--- config.mk ---
export PLATFORM = sky130hd
export DESIGN_NAME = adder_share_ctrl
export DESIGN_NICKNAME = d
export VERILOG_FILES = /design/src/rtl/adder_share_pkg.sv /design/src/rtl/adder_share_ctrl_rr_arbiter.sv /design/src/rtl/adder_share_ctrl.sv
export SDC_FILE = /design/constraint.sdc
export NUM_CORES = 1
export LEC_CHECK = 0
export CAP_MARGIN = 20
export CELL_PAD_IN_SITES_DETAIL_PLACEMENT = 1
export CELL_PAD_IN_SITES_GLOBAL_PLACEMENT = 2
export CORE_MARGIN = 5
export CORE_UTILIZATION = 18
export CTS_CLUSTER_SIZE = 14
export DETAILED_ROUTE_END_ITERATION = 8
export GPL_TIMING_DRIVEN = 0
export PLACE_DENSITY = 0.72
export SYNTH_ARGS = -nofsm -noshare
export SYNTH_HDL_FRONTEND = slang
export SYNTH_HIERARCHICAL = 1
export SYNTH_SLANG_ARGS = --single-unit
export TNS_END_PERCENT = 20
--- constraint.sdc ---
create_clock -name clk -period 3.5 [get_ports clk]
set_input_delay 0.7 -clock clk [delete_from_list [all_inputs] [get_ports clk]]
set_output_delay 0.7 -clock clk [all_outputs]
set_load 0.05 [all_outputs]
--- src/rtl/adder_share_pkg.sv ---
`default_nettype none
// +----------------------------------------------------------------------+
// | adder_share_pkg: shared constants and tag type for adder_share_ctrl  |
// | Rev 1.0                                                              |
// +----------------------------------------------------------------------+
package adder_share_pkg;

  // Stage count of the shared adder; the controller's default latency tracks it.
  localparam int ADDER_STAGES = 5;
  localparam int LAT_DEF      = ADDER_STAGES;
  localparam int NREQ_MAX     = 8;

  function automatic int id_width(input int nreq);
    return (nreq > 1) ? $clog2(nreq) : 1;
  endfunction

  localparam int ID_W = id_width(NREQ_MAX);

  typedef struct packed {
    logic            valid;
    logic [ID_W-1:0] id;
  } tag_t;

endpackage
`default_nettype wire

--- src/rtl/adder_share_ctrl_rr_arbiter.sv ---
`default_nettype none
// +----------------------------------------------------------------------+
// | rr_arbiter: N-way one-hot arbiter, round-robin by default, fixed     |
// | priority when ADDER_SHARE_FIXED_PRIO_EN is defined.  Rev 1.0         |
// +----------------------------------------------------------------------+
module rr_arbiter #(
  parameter int N = 4
) (
  input  logic         clk,
  input  logic         rst,
  input  logic [N-1:0] req,
  output logic [N-1:0] gnt
);

`ifdef ADDER_SHARE_FIXED_PRIO_EN
  logic w_found;

  always_comb begin
    gnt     = '0;
    w_found = 1'b0;
    for (int i = 0; i < N; i++) begin
      if (!w_found && req[i]) begin
        gnt[i]  = 1'b1;
        w_found = 1'b1;
      end
    end
  end
`else
  localparam int PW = (N > 1) ? $clog2(N) : 1;

  logic [PW-1:0] r_ptr;
  logic [PW-1:0] w_next;
  logic          w_found;

  // Search starts at the pointer; offset k is checked before k+1.
  always_comb begin
    gnt     = '0;
    w_next  = r_ptr;
    w_found = 1'b0;
    for (int k = 0; k < N; k++) begin
      for (int i = 0; i < N; i++) begin
        if (!w_found && req[i] && (((int'(r_ptr) + k) % N) == i)) begin
          gnt[i]  = 1'b1;
          w_next  = PW'((i + 1) % N);
          w_found = 1'b1;
        end
      end
    end
  end

  always_ff @(posedge clk) begin
    if (rst) begin
      r_ptr <= '0;
    end else if (w_found) begin
      r_ptr <= w_next;
    end
  end
`endif

endmodule
`default_nettype wire

--- src/rtl/adder_share_ctrl.sv ---
`default_nettype none
// +----------------------------------------------------------------------+
// | adder_share_ctrl: shares one pipelined adder among NREQ requesters.  |
// | Option macro: ADDER_SHARE_FIXED_PRIO_EN.  Rev 1.0                    |
// +----------------------------------------------------------------------+
module adder_share_ctrl
  import adder_share_pkg::*;
#(
  parameter int NREQ    = 4,
  parameter int WIDTH   = 8,
  parameter int LAT     = LAT_DEF,
  parameter int MAX_OUT = 2
) (
  input  logic              clk,
  input  logic              rst,
  input  logic [NREQ-1:0]       req_valid,
  output logic [NREQ-1:0]       req_ready,
  input  logic [NREQ*WIDTH-1:0] req_a,
  input  logic [NREQ*WIDTH-1:0] req_b,
  input  logic [NREQ-1:0]       req_cin,
  output logic [WIDTH-1:0]      add_ina,
  output logic [WIDTH-1:0]      add_inb,
  output logic                  add_cin,
  input  logic [WIDTH-1:0]      add_sum,
  input  logic                  add_cout,
  output logic [NREQ-1:0]       rsp_valid,
  output logic [WIDTH-1:0]      rsp_sum,
  output logic                  rsp_cout,
  output logic                  busy
);

  localparam int               CNT_W     = $clog2(MAX_OUT + 1);
  localparam logic [CNT_W-1:0] C_MAX_OUT = CNT_W'(MAX_OUT);

  logic [CNT_W-1:0] r_cnt [NREQ];
  tag_t             r_tag [LAT];
  logic [NREQ-1:0]  w_elig;
  logic [NREQ-1:0]  w_gnt;
  logic [NREQ-1:0]  w_rsp;
  logic [ID_W-1:0]  w_gid;
  logic             w_any;

  // Gating with rst keeps grants, responses and busy at 0 during reset.
  for (genvar i = 0; i < NREQ; i++) begin : g_req
    assign w_elig[i] = !rst && req_valid[i] && (r_cnt[i] < C_MAX_OUT);
    assign w_rsp[i]  = !rst && r_tag[LAT-1].valid && (r_tag[LAT-1].id == ID_W'(i));
  end

  rr_arbiter #(
    .N (NREQ)
  ) u_arb (
    .clk (clk),
    .rst (rst),
    .req (w_elig),
    .gnt (w_gnt)
  );

  assign req_ready = w_gnt;
  assign rsp_valid = w_rsp;
  assign rsp_sum   = add_sum;
  assign rsp_cout  = add_cout;

  always_comb begin
    add_ina = '0;
    add_inb = '0;
    add_cin = 1'b0;
    w_gid   = '0;
    for (int i = 0; i < NREQ; i++) begin
      if (w_gnt[i]) begin
        add_ina = req_a[i*WIDTH +: WIDTH];
        add_inb = req_b[i*WIDTH +: WIDTH];
        add_cin = req_cin[i];
        w_gid   = ID_W'(i);
      end
    end
  end

  always_comb begin
    w_any = 1'b0;
    for (int s = 0; s < LAT; s++) begin
      w_any = w_any | r_tag[s].valid;
    end
  end

  assign busy = w_any && !rst;

  // The adder is free-running, so the tag pipeline never stalls.
  always_ff @(posedge clk) begin
    if (rst) begin
      for (int s = 0; s < LAT; s++) begin
        r_tag[s].valid <= 1'b0;
      end
    end else begin
      r_tag[0].valid <= |w_gnt;
      r_tag[0].id    <= w_gid;
      for (int s = 1; s < LAT; s++) begin
        r_tag[s] <= r_tag[s-1];
      end
    end
  end

  always_ff @(posedge clk) begin
    if (rst) begin
      for (int i = 0; i < NREQ; i++) begin
        r_cnt[i] <= '0;
      end
    end else begin
      for (int i = 0; i < NREQ; i++) begin
        if (w_gnt[i] && !w_rsp[i]) begin
          r_cnt[i] <= r_cnt[i] + 1'b1;
        end else if (!w_gnt[i] && w_rsp[i]) begin
          r_cnt[i] <= r_cnt[i] - 1'b1;
        end
      end
    end
  end

endmodule
`default_nettype wire

==> results.yml, run 1 <==
run_status:
  status: "finished with violations"
  violations: "setup timing"
placed_design:
  placed_area_um2: 3525
  portBuffers: 108
  dpl_worst_slack_ns: -1.772
  dpl.hpwl_mm: 6.090
  gp_congestion: 0.7394
global_routing:
  antenna_found_initial: 0
  grt_pass1_vias: 2456
  grt_pass1_wl_mm: 12.94
  grt-ovfl-total: 0
  globalRouteTotalUtil: 0.1236
  grt_max_degree: 16
routing:
  dr.pass1.iters: 4
  routed_via_density: 4.366
  antenna_left: 0
  wirelength_mm: 8.186
  met1_length_mm: 3.331
  routed-wl-met2_mm: 3.879
  drt_iter0_markers: 52
  drc: 0
  vias: 2183
  wl_met3_um: 943
  wl_per_cell_um: 16.37
  highest_layer: "met4"
sta:
  fin_ws_ns: -0.009748
  slew-limit-headroom: 0.6245
  skew_ns: 0.004735
  finalMaxSlewViolations: 0
  tightest_slew_ns: 0.5626
  hold_slack_ns: 0.4712
  layout_min_cycle_time_ns: 3.510
  max_freq_ghz: 0.2849
  hold_viol: 0
  setup_viol: 1
  rsz0062_at_grt: "yes"
  fin_setup_tns_ns: -0.009748
  post-route-period-util: 1.003
synthesis:
  synth_seq_area_share: 0.3439
  async_flop_share: 0
  synth_edf_count: 18
  syn_area_per_cell_um2: 9.080
  yosys_warnings: 6
  synthesis.nets: 301
  synth.area.top_cells: "edfxtp_1 (27%), nor2b_1 (9.2%), a221oi_1 (7.1%)"
  synth_area_um2: 1979
  synthCells: 218
  synth_cell_type_count: 45
  synth_largest_area_cell: "edfxtp_1"
  synthFlopType: "edfxtp_1"
  synth_top_area_frac: 0.2731
  ys_ff_latch: 25
pwr:
  peakVddDrop_mv: 0.1518
  p_leak_nw: 1.552
  p_per_area_nw_per_um2: 322.4
cts:
  clockRootBuffer: "clkbuf_8"
  cts_tree: "done"
  htreeDepth: 1
  cts_buffers: 3
  numClockSinks: 25
  clk_latency_ns: 0.28
  clk_pin_slew_ns: 0.10
  cts_buffer_depth: 2
layout:
  num_antenna_cells: 0
  fillers: 1190
  final_cell_area_um2: 4153
  layout_commonest_cell: "clkdlybuf4s50_1"
  layout-drive-gt1-share: 0.4222
  final_nets: 444
  post-route-util: 0.3848
  syn_to_final_growth_pct: 109.8
  final_cell_mix: "clkdlybuf4s50_1 (85), buf_4 (39), nor2b_1 (20)"
min_path:
  hold_class: "reg2reg"
floorplan:
  rows: 38
  die-width_um: 114.9
  start_util: 0.1834
  ios: 118
  core_um2: 10790
  die_area_um2: 13190
  die_h_um: 114.9
critical_path:
  critPathLaunchType: "input port"
  worstPathArrival_ns: 2.81
  worstPathRequired_ns: 2.80
  crit_path_max_fanout: 7
  cp-end-kind: "primary output"
  critPathKind: "in2out"
run:
  max_cap_viol_count: 0
[through the flow]
stage	total power [mW]	cells
floorplan	0.7850	218
global placement	1.019	466
detailed placement	1.026	466
CTS	1.322	492
global route	1.406	500
finish	1.339	500
[worst max-delay path, cell delays in order]
cell and delay (ns):
buf_12 0.11, buf_8 0.12, buf_4 0.13, nor3b_4 0.28
buf_4 0.17, o21a_1 0.12, o22ai_1 0.07, and2_2 0.26
nor4b_4 0.15, buf_4 0.15, buf_6 0.13, a22o_2 0.26
buf_8 0.15
[registers in the layout, summed over array words and instances, names as in the netlist]
| register | cells |
|---|---|
| r_tag | 15 |
| r_cnt | 8 |
| u_arb/r_ptr | 2 |
[layer usage]
| metal | vias up | track usage |
|---|---|---|
| met5 | - | 0 |
| met4 | 0 | 0.01878 |
| met3 | 2 | 0.05737 |
| met2 | 88 | 0.2060 |
| met1 | 1026 | 0.1491 |
| li1 | 1067 | - |
[final cells by class]
| class | instances | area, um2 | area share |
|---|---|---|---|
| well taps | 140 | 175.2 | 0.04218 |
| repair buffers | 141 | 1424 | 0.3429 |
| flip-flops and latches | 25 | 680.7 | 0.1639 |
| plain buffers | 24 | 230.2 | 0.05544 |
| clock buffers | 3 | 41.29 | 0.009943 |
| multi-input cells | 161 | 1575 | 0.3793 |
| inverters | 5 | 18.77 | 0.004519 |
| clock inverters | 1 | 7.507 | 0.001808 |
[final timing paths]
check | startpoint | to | slack, ns | cells past startpoint
setup / recovery | rst | add_ina[2] | -0.01 | 13
setup reg to reg | r_cnt[0][5] | r_cnt[0][6] | 1.17 | 8
hold reg to reg | r_tag[0][3] | r_tag[0][7] | 0.47 | 1
hold / removal | r_tag[0][3] | r_tag[0][7] | 0.47 | 1
[Yosys cell counts (all sizes together) (3+ instances only)]
| cell type | count |
|---|---|
| nor2b | 29 |
| nand2 | 25 |
| buf | 20 |
| o21ai | 20 |
| edfxtp | 18 |
| a221oi | 16 |
| nor2 | 8 |
| clkbuf | 7 |
| dfxtp | 7 |
| xnor2 | 7 |
| nor4b | 6 |
| inv | 5 |
| nor3 | 5 |
| nor3b | 5 |
| xor2 | 5 |
| o21bai | 4 |
| a21oi | 3 |
| and2b | 3 |
| o31ai | 3 |
[cell families (layout without fill, tap and decap cells)]
logic type	Yosys count	count (layout)	synth area share
AO/OA/AOI/OAI	56	56	0.1953
buffers and inverters	32	174	0.1049
XOR/XNOR	12	12	0.05310
AND/OR/NAND/NOR	93	93	0.3028
flip-flops	25	25	0.3439
[report_power, final]
group / total [mW] / switching, mW / internal (mW)
clock: 0.188 / 0.107 / 0.0809
sequential: 0.357 / 0.0149 / 0.342
combinational: 0.794 / 0.419 / 0.375
total: 1.34 / 0.541 / 0.798
[repair_timing]
action | CTS | global route
hold endpoints to repair | 0 | 0
gates cloned | 2 | 0
endpoints found under the setup margin | 21 | 18
hold buffers | 0 | 0
pin swaps | 19 | 15
buffers inserted | 20 | 11
gates resized for setup | 187 | 23
Power figures use the tool's default switching activity.
==> run 2, diff against run 1 <==
CAP_MARGIN = default   (was 20)
SLEW_MARGIN = 10   (was default)
==> results of run 2 <==
The final DEF is identical to that of run 1; final timing and power are the same.
